[config.mk]
export PLATFORM = sky130hd
export DESIGN_NAME = pll_reg_sequencer_flat
export DESIGN_NICKNAME = d
export VERILOG_FILES = /design/src/rtl/pll_seq_pkg.sv /design/src/rtl/pll_reg_sequencer_if.sv /design/src/rtl/pll_spi_shift.sv /design/src/rtl/pll_reg_sequencer.sv /design/src/flat_wrapper.sv
export SDC_FILE = /design/constraint.sdc
export NUM_CORES = 1
export LEC_CHECK = 0
export ABC_AREA = 1
export CAP_MARGIN = 20
export CORE_MARGIN = 3
export CORE_UTILIZATION = 28
export CTS_CLUSTER_SIZE = 25
export DETAILED_ROUTE_END_ITERATION = 8
export PLACE_DENSITY_LB_ADDON = 0.15
export SETUP_SLACK_MARGIN = 0.3
export SYNTH_ARGS = -nofsm -noshare
export SYNTH_HDL_FRONTEND = slang
export SYNTH_SLANG_ARGS = --single-unit
[constraint.sdc]
create_clock -name clk -period 6.7 [get_ports clk]
set_input_delay 0.67 -clock clk [delete_from_list [all_inputs] [get_ports clk]]
set_output_delay 0.67 -clock clk [all_outputs]
set_load 0.05 [all_outputs]
[src/rtl/pll_seq_pkg.sv]
// Shared types and field geometry for the PLL register sequencer.
// Latency: n/a (declarations only).
// Backpressure: n/a.
package pll_seq_pkg;

    typedef enum logic [1:0] {S_INIT, S_SEND, S_WAIT, S_IDLE} state_t;

    // What the current frame run is for; decides the next index after a frame.
    typedef enum logic [1:0] {M_INIT, M_WR, M_FREQ} mode_t;

    localparam int INT_W     = 12;
    localparam int FRAC_W    = 25;
    localparam int FRACL_W   = 13;  // FRAC[12:0] lives in the FREQ_LO register
    localparam int FRACH_W   = 12;  // FRAC[24:13] lives in the FREQ_HI register
    localparam int INT_LSB   = 15;
    localparam int FRACH_LSB = 3;
    localparam int FRACL_LSB = 15;

    // Power-up image, entry 0 in the most significant slice.
    localparam logic [11*32-1:0] DEFAULT_INIT_TABLE = {
        32'h0000_0007, 32'h0000_0006, 32'h0080_0006, 32'h0000_0005,
        32'h0080_0005, 32'h0018_0104, 32'h0043_0043, 32'h0700_8012,
        32'h0000_000A, 32'h0000_0001, 32'hF800_0000
    };

endpackage

[src/rtl/pll_reg_sequencer_if.sv]
// Command/status bundle between sweep control (master) and the sequencer (slave).
// Latency: n/a (wires only). Requests are single-cycle pulses.
// Backpressure: none on the wires; the slave reports busy/freq_pend and drops with wr_err.
interface pll_reg_sequencer_if #(
    parameter int NUM_REGS = 11,
    parameter int REG_W    = 32
) ();
    import pll_seq_pkg::*;

    localparam int IDX_W = $clog2(NUM_REGS);

    logic               freq_req;
    logic [INT_W-1:0]   freq_int;
    logic [FRAC_W-1:0]  freq_frac;
    logic               wr_req;
    logic [IDX_W-1:0]   wr_idx;
    logic [REG_W-1:0]   wr_data;
    logic               resync_req;
    logic               busy;
    logic               init_done;
    logic               freq_pend;
    logic               wr_err;

    modport master (
        output freq_req, freq_int, freq_frac, wr_req, wr_idx, wr_data, resync_req,
        input  busy, init_done, freq_pend, wr_err
    );

    modport slave (
        input  freq_req, freq_int, freq_frac, wr_req, wr_idx, wr_data, resync_req,
        output busy, init_done, freq_pend, wr_err
    );
endinterface

[src/rtl/pll_spi_shift.sv]
// 3-wire SPI frame shifter: MSB first, clock idle low, data moves on the falling edge, LE pulse after bit 0.
// Latency: busy rises the cycle after load; frame lasts (2*REG_W+2)*CLK_DIV cycles, LE ends as busy falls.
// Backpressure: load is ignored while busy; the caller must wait for busy to drop.
// Ports: clk, rst (sync, active-low), load/data in, busy out, spi_clk/spi_data/spi_le out.
module pll_spi_shift #(
    parameter int REG_W   = 32,
    parameter int CLK_DIV = 4
) (
    input  logic             clk,
    input  logic             rst,
    input  logic             load,
    input  logic [REG_W-1:0] data,
    output logic             busy,
    output logic             spi_clk,
    output logic             spi_data,
    output logic             spi_le
);
    localparam int DIV_W = (CLK_DIV > 1) ? $clog2(CLK_DIV) : 1;
    localparam int HC_W  = $clog2(2 * REG_W + 2);
    // Half periods 0..2*REG_W-1 carry the bits (odd = clock high); the last two are the LE pulse.
    localparam logic [HC_W-1:0]  LAST_BIT_HI = HC_W'(2 * REG_W - 1);
    localparam logic [HC_W-1:0]  LAST_HALF   = HC_W'(2 * REG_W + 1);
    localparam logic [DIV_W-1:0] DIV_END     = DIV_W'(CLK_DIV - 1);

    logic [DIV_W-1:0] div_cnt;
    logic [HC_W-1:0]  half_cnt;
    logic [REG_W-2:0] sh;  // bits still to be shown; the MSB goes straight to spi_data

    always_ff @(posedge clk) begin
        if (!rst) begin
            busy     <= 1'b0;
            spi_clk  <= 1'b0;
            spi_data <= 1'b0;
            spi_le   <= 1'b0;
            div_cnt  <= '0;
            half_cnt <= '0;
            sh       <= '0;
        end else if (!busy) begin
            if (load) begin
                busy     <= 1'b1;
                div_cnt  <= '0;
                half_cnt <= '0;
                spi_data <= data[REG_W-1];
                sh       <= data[REG_W-2:0];
            end
        end else if (div_cnt != DIV_END) begin
            div_cnt <= div_cnt + DIV_W'(1);
        end else begin
            div_cnt  <= '0;
            half_cnt <= half_cnt + HC_W'(1);
            if (half_cnt == LAST_HALF) begin
                busy   <= 1'b0;
                spi_le <= 1'b0;
            end else if (half_cnt == LAST_BIT_HI) begin
                spi_clk  <= 1'b0;
                spi_data <= 1'b0;
                spi_le   <= 1'b1;
            end else if (half_cnt < LAST_BIT_HI) begin
                if (half_cnt[0]) begin
                    spi_clk  <= 1'b0;
                    spi_data <= sh[REG_W-2];
                    sh       <= {sh[REG_W-3:0], 1'b0};
                end else begin
                    spi_clk <= 1'b1;
                end
            end
        end
    end
endmodule

[src/rtl/pll_reg_sequencer.sv]
// Shadow register file + frame sequencer for a fractional-N PLL: power-up init, freq splice, single writes, resync.
// Latency: busy rises the cycle after a command is accepted and falls the cycle after the last frame's LE ends.
// Backpressure: freq requests queue one-deep (newest wins); wr requests while busy or out of range pulse wr_err.
// Ports: clk, rst (sync, active-low), ctl (command/status, slave side), spi_clk/spi_data/spi_le to the PLL.
module pll_reg_sequencer #(
    parameter int                          NUM_REGS   = 11,
    parameter int                          REG_W      = 32,
    parameter int                          INIT_CNT   = 8,
    parameter logic [NUM_REGS*REG_W-1:0]   INIT_TABLE = pll_seq_pkg::DEFAULT_INIT_TABLE,
    parameter int                          FREQ_HI    = 10,
    parameter int                          FREQ_LO    = 9,
    parameter int                          CLK_DIV    = 4
) (
    input  logic                 clk,
    input  logic                 rst,
    pll_reg_sequencer_if.slave   ctl,
    output logic                 spi_clk,
    output logic                 spi_data,
    output logic                 spi_le
);
    import pll_seq_pkg::*;

    localparam int IDX_W = $clog2(NUM_REGS);

    state_t              state;
    mode_t               mode;
    logic [IDX_W-1:0]    cur_idx;
    logic [REG_W-1:0]    shadow [NUM_REGS];
    logic                load;
    logic [REG_W-1:0]    load_dat;
    logic                seen_busy;
    logic                busy, init_done, wr_err;
    logic                slot_vld;
    logic [INT_W-1:0]    slot_int;
    logic [FRAC_W-1:0]   slot_frac;
    logic                sh_busy;
    logic                wr_ok;
    logic [INT_W-1:0]    sel_int;
    logic [FRAC_W-1:0]   sel_frac;

    assign wr_ok    = int'(ctl.wr_idx) < NUM_REGS;
    // A fresh request is newer than anything sitting in the slot.
    assign sel_int  = ctl.freq_req ? ctl.freq_int  : slot_int;
    assign sel_frac = ctl.freq_req ? ctl.freq_frac : slot_frac;

    assign ctl.busy      = busy;
    assign ctl.init_done = init_done;
    assign ctl.freq_pend = slot_vld;
    assign ctl.wr_err    = wr_err;

    always_ff @(posedge clk) begin
        if (!rst) begin
            state     <= S_INIT;
            mode      <= M_INIT;
            cur_idx   <= '0;
            load      <= 1'b0;
            load_dat  <= '0;
            seen_busy <= 1'b0;
            busy      <= 1'b0;
            init_done <= 1'b0;
            wr_err    <= 1'b0;
            slot_vld  <= 1'b0;
            slot_int  <= '0;
            slot_frac <= '0;
            for (int k = 0; k < NUM_REGS; k++)
                shadow[k] <= INIT_TABLE[(NUM_REGS-1-k)*REG_W +: REG_W];
        end else begin
            load   <= 1'b0;
            wr_err <= 1'b0;
            // Every freq request lands in the slot; the IDLE accept below clears it when served now.
            if (ctl.freq_req) begin
                slot_vld  <= 1'b1;
                slot_int  <= ctl.freq_int;
                slot_frac <= ctl.freq_frac;
            end
            // A write is only taken in IDLE, in range, and when no resync claims the same cycle.
            if (ctl.wr_req && (state != S_IDLE || ctl.resync_req || !wr_ok))
                wr_err <= 1'b1;

            case (state)
                S_INIT: begin
                    cur_idx <= '0;
                    mode    <= M_INIT;
                    busy    <= 1'b1;
                    state   <= S_SEND;
                end
                S_SEND: begin
                    if (!sh_busy) begin
                        load      <= 1'b1;
                        load_dat  <= shadow[cur_idx];
                        seen_busy <= 1'b0;
                        state     <= S_WAIT;
                    end
                end
                S_WAIT: begin
                    // The shifter only raises busy a cycle after load, so wait to see it rise first.
                    if (sh_busy) begin
                        seen_busy <= 1'b1;
                    end else if (seen_busy) begin
                        if (mode == M_INIT && cur_idx != IDX_W'(INIT_CNT - 1)) begin
                            cur_idx <= cur_idx + IDX_W'(1);
                            state   <= S_SEND;
                        end else if (mode == M_FREQ && cur_idx == IDX_W'(FREQ_LO)) begin
                            cur_idx <= IDX_W'(FREQ_HI);
                            state   <= S_SEND;
                        end else begin
                            if (mode == M_INIT)
                                init_done <= 1'b1;
                            busy  <= 1'b0;
                            state <= S_IDLE;
                        end
                    end
                end
                S_IDLE: begin
                    if (ctl.resync_req) begin
                        cur_idx <= '0;
                        mode    <= M_INIT;
                        busy    <= 1'b1;
                        state   <= S_SEND;
                    end else if (ctl.wr_req && wr_ok) begin
                        shadow[ctl.wr_idx] <= ctl.wr_data;
                        cur_idx <= ctl.wr_idx;
                        mode    <= M_WR;
                        busy    <= 1'b1;
                        state   <= S_SEND;
                    end else if (ctl.freq_req || slot_vld) begin
                        shadow[FREQ_LO][FRACL_LSB +: FRACL_W] <= sel_frac[FRACL_W-1:0];
                        shadow[FREQ_HI][INT_LSB +: INT_W]     <= sel_int;
                        shadow[FREQ_HI][FRACH_LSB +: FRACH_W] <= sel_frac[FRAC_W-1 -: FRACH_W];
                        slot_vld <= 1'b0;
                        cur_idx  <= IDX_W'(FREQ_LO);
                        mode     <= M_FREQ;
                        busy     <= 1'b1;
                        state    <= S_SEND;
                    end
                end
                default: state <= S_INIT;
            endcase
        end
    end

    pll_spi_shift #(
        .REG_W   (REG_W),
        .CLK_DIV (CLK_DIV)
    ) u_shift (
        .clk      (clk),
        .rst      (rst),
        .load     (load),
        .data     (load_dat),
        .busy     (sh_busy),
        .spi_clk  (spi_clk),
        .spi_data (spi_data),
        .spi_le   (spi_le)
    );
endmodule

[src/flat_wrapper.sv]
// flat-port wrapper written by rule: the top's interface ports become plain ports
module pll_reg_sequencer_flat import pll_seq_pkg::*;
#(
    parameter int                          NUM_REGS   = 11,
    parameter int                          REG_W      = 32,
    parameter int                          INIT_CNT   = 8,
    parameter logic [NUM_REGS*REG_W-1:0]   INIT_TABLE = pll_seq_pkg::DEFAULT_INIT_TABLE,
    parameter int                          FREQ_HI    = 10,
    parameter int                          FREQ_LO    = 9,
    parameter int                          CLK_DIV    = 4
)
  (clk, rst, spi_clk, spi_data, spi_le, ctl_freq_req, ctl_freq_int, ctl_freq_frac, ctl_wr_req, ctl_wr_idx, ctl_wr_data, ctl_resync_req, ctl_busy, ctl_init_done, ctl_freq_pend, ctl_wr_err);
  pll_reg_sequencer_if #(.NUM_REGS(NUM_REGS), .REG_W(REG_W)) ctl_i ();
  input  logic clk;
  input  logic rst;
  output logic spi_clk;
  output logic spi_data;
  output logic spi_le;
  input wire logic [$bits(ctl_i.freq_req)-1:0] ctl_freq_req;
  input wire logic [$bits(ctl_i.freq_int)-1:0] ctl_freq_int;
  input wire logic [$bits(ctl_i.freq_frac)-1:0] ctl_freq_frac;
  input wire logic [$bits(ctl_i.wr_req)-1:0] ctl_wr_req;
  input wire logic [$bits(ctl_i.wr_idx)-1:0] ctl_wr_idx;
  input wire logic [$bits(ctl_i.wr_data)-1:0] ctl_wr_data;
  input wire logic [$bits(ctl_i.resync_req)-1:0] ctl_resync_req;
  output wire logic [$bits(ctl_i.busy)-1:0] ctl_busy;
  output wire logic [$bits(ctl_i.init_done)-1:0] ctl_init_done;
  output wire logic [$bits(ctl_i.freq_pend)-1:0] ctl_freq_pend;
  output wire logic [$bits(ctl_i.wr_err)-1:0] ctl_wr_err;
  assign ctl_i.freq_req = ctl_freq_req;
  assign ctl_i.freq_int = ctl_freq_int;
  assign ctl_i.freq_frac = ctl_freq_frac;
  assign ctl_i.wr_req = ctl_wr_req;
  assign ctl_i.wr_idx = ctl_wr_idx;
  assign ctl_i.wr_data = ctl_wr_data;
  assign ctl_i.resync_req = ctl_resync_req;
  assign ctl_busy = ctl_i.busy;
  assign ctl_init_done = ctl_i.init_done;
  assign ctl_freq_pend = ctl_i.freq_pend;
  assign ctl_wr_err = ctl_i.wr_err;
  pll_reg_sequencer #(.NUM_REGS(NUM_REGS), .REG_W(REG_W), .INIT_CNT(INIT_CNT), .INIT_TABLE(INIT_TABLE), .FREQ_HI(FREQ_HI), .FREQ_LO(FREQ_LO), .CLK_DIV(CLK_DIV)) u_core (.clk(clk), .rst(rst), .ctl(ctl_i), .spi_clk(spi_clk), .spi_data(spi_data), .spi_le(spi_le));
endmodule
==> results.py <==
metrics = {
    "status": {
        "status": "complete, no violations",
    },
    "floorplanning": {
        "ioPinCount": 85,
        "die_y_um": 321,
        "initial_core_util_pct": 28.5,
        "die-area_um2": 103000,
        "core_area_um2": 97600,
        "floorplan.rows": 114,
        "horizontal_extent_of_the_die_um": 321,
    },
    "pwr": {
        "power_per_cell_area_nw_per_um2": 356,
        "ir_worst_vdd_uv": 202,
        "leakagePower_nw": 11.9,
        "finalPower_mw": 11.6,
    },
    "clock_network": {
        "clock_sinks": 639,
        "post_cts_hold_buffer_count": 0,
        "tritoncts": "done",
        "clk_latency_ns": 0.62,
        "root_buffer": "clkbuf_16",
        "cts.clk_slew.worst_paths_ns": 0.06,
        "clk_path_buf_depth": 3,
        "cts-buffers-inserted": 70,
        "post_cts_resize_count": 0,
        "post-cts-setup-buffers": 0,
        "h-tree-depth": 3,
    },
    "timing": {
        "slew_violations": 0,
        "setup_total_negative_slack_ns": 0,
        "final-setup-viol-count": 0,
        "hold_violations": 0,
        "timing.final.ws_setup_ns": 3.31,
        "skew_ns": 0.0191,
        "max_slew.worst_pin.slew_ns": 1.11,
        "fraction_of_the_cycle_the_final_worst_path_needs_pct": 50.5,
        "hold_slack_ns": 0.447,
        "max_freq_mhz": 295,
        "grt_setup_unrepaired": "false",
        "maxSlewHeadroom_pct": 25.9,
        "period_minus_slack_ns": 3.39,
    },
    "layout": {
        "share_of_the_core_filled_with_cells_in_the_final_layout_pct": 33.3,
        "filler_cell_count_in_the_final_layout": 10100,
        "final_area_um2": 32500,
        "num-nets-final": 3057,
        "n_antenna_cell": 0,
        "area_delta_synth_final_pct": 17.0,
        "drive_gt1_share_pct": 7.99,
        "stdcell_count": 4303,
    },
    "logic_synthesis": {
        "synth_area_leader_cell": "edfxtp_1",
        "synth_largest_type_area_fraction_pct": 54.5,
        "number_of_enable_flip_flop_cells_after_synthesis": 504,
        "syn_inst": 2808,
        "syn_avg_cell_area_um2": 9.90,
        "dominantRegCellSynth": "edfxtp_1",
        "post-synth-top-count-cell": "nor2_1",
        "postSynthRegisterBits": 639,
        "synthDistinctLibCells": 39,
        "synth.cell_area_um2": 27800,
        "synth_commonest_cells": "nor2_1, edfxtp_1, nand2_1, o21ai_0, nand3_1",
        "seq_area_frac_synth_pct": 64.2,
        "synth.area.top_cells": "edfxtp_1, dfxtp_1, nor2_1",
        "yosys_warnings": 0,
        "postSynth.asyncResetShare_pct": 0,
    },
    "worst_setup_path": {
        "timing_worst_setup_path_type": "input port to register",
        "end_kind": "register",
        "worst_setup_path_start_kind": "input port",
        "rrSetupSlack_ns": 3.45,
        "critical_path_required_time_ns": 6.77,
        "maximum_fanout_along_the_worst_path": 26,
        "worst_ep_arrival_time_ns": 3.45,
    },
    "global_routing": {
        "first_pass_grt_wire_length_um": 127000,
        "antenna_violations_before_repair": 0,
        "grt_usage_pct": 16.1,
        "grt_max_degree": 101,
        "gr-total-overflow": 0,
        "grt_pass1_vias": 20300,
    },
    "route": {
        "num_vias": 20200,
        "avgRoutedWirePerCell_um": 19.4,
        "ant_nets": 0,
        "drt-initial-drc-count": 1517,
        "wirelength_um": 83600,
        "viasPerCell": 4.68,
        "dr.pass1.iters": 5,
        "post-route-drc-count": 0,
    },
    "placement": {
        "post_dp_cell_area_um2": 30200,
        "numPortBuffers": 84,
        "dpl_worst_slack_ns": 2.66,
        "placed_cells": 4172,
        "place.gp.congestion": 0.785,
        "hpwl_reported_at_the_end_of_detailed_placement_um": 51300,
    },
    "min_path": {
        "holdCritPathClass": "register to register",
    },
    "flow_run": {
        "maxCapViolCount": 0,
    },
}
worst paths after layout:
path                              start                     to  cells after the start
setup / recovery          ctl_wr_idx[1]  u_core.shadow[10][11]                      9
hold / removal    u_core.u_shift.spi_le  u_core.u_shift.spi_le                      2
setup reg to reg        u_core.state[0]   u_core.shadow[6][10]                      9
hold reg to reg   u_core.u_shift.spi_le  u_core.u_shift.spi_le                      2
final cells by class:
class / instances / area [um^2] / share of cell area (%)
Timing Repair Buffer: 123 / 1170 / 3.59
Clock buffer: 96 / 1970 / 6.07
Clock inverter: 33 / 269 / 0.827
Multi-Input combinational cell: 2013 / 9180 / 28.2
Sequential cell: 639 / 17800 / 54.9
Inverter: 123 / 477 / 1.47
Tap cell: 1276 / 1600 / 4.91
critical path, stage by stage:
cell	delay, ns
clkdlybuf4s50_1	0.66
nand2_1	0.12
nand2_1	0.11
nand2_4	0.09
nand4_2	0.10
nor2_2	0.06
nand2_2	0.57
buf_4	0.33
nand3_1	0.71
flip-flops by register name, summed over array words and instances, names as in the netlist, 2 cells and up:
| signal | count |
|---|---|
| u_core.slot_int | 12 |
| u_core.u_shift.sh | 31 |
| u_core.u_shift.div_cnt | 2 |
| u_core.u_shift.half_cnt | 7 |
| u_core.mode | 2 |
| u_core.cur_idx | 4 |
| u_core.state | 2 |
| u_core.shadow | 512 |
| u_core.load_dat | 32 |
| u_core.slot_frac | 25 |
layer usage:
layer | share of wire, % | wire (um) | up-vias | track usage, %
li1 | - | - | 9679 | -
met1 | 44 | 36400 | 9894 | 20.6
met2 | 49 | 40900 | 456 | 27.9
met3 | 4.7 | 3960 | 124 | 2.54
met4 | 2.9 | 2400 | 0 | 5.36
met5 | 0 | 0 | - | 0
power breakdown:
part / internal (mW) / switching, mW / total [mW]
sequential: 4.57 / 0.266 / 4.84
clock: 2.22 / 1.61 / 3.83
combinational: 0.852 / 2.06 / 2.91
kinds of logic after synthesis:
group,after synthesis,synth area share [%]
and+or+nand+nor,1369,20.3
other,1,0.0135
DFF,639,64.2
xor gates and xnor gates,1,0.0315
muxes,48,1.73
adders and majority gates,9,0.405
AOI/OAI and AO/OA,426,8.35
buffers and inverters,315,4.98
layout by cell type (no fill, tap or decap), drive strengths merged:
| cell type | Yosys | final |
|---|---|---|
| clkinvlp | 0 | 2 |
| clkinv | 1 | 24 |
| nand2 | 402 | 402 |
| o211ai | 60 | 60 |
| nand4 | 8 | 8 |
| bufinv | 0 | 4 |
| nand3 | 202 | 202 |
| o22ai | 19 | 19 |
| ha | 9 | 9 |
| edfxtp | 504 | 504 |
| buf | 112 | 41 |
| nor3 | 6 | 6 |
| nor4 | 2 | 2 |
| nor2 | 748 | 748 |
| a21oi | 83 | 83 |
| inv | 122 | 126 |
| clkdlybuf4s50 | 0 | 82 |
| a31oi | 1 | 1 |
| dfxtp | 135 | 135 |
| nand3b | 1 | 1 |
| clkbuf | 80 | 96 |
| o21ai | 261 | 261 |
| xnor2 | 1 | 1 |
| a221oi | 1 | 1 |
| o221a | 1 | 1 |
| mux2i | 48 | 48 |
| conb | 1 | 160 |
Power figures use the tool's default switching activity.
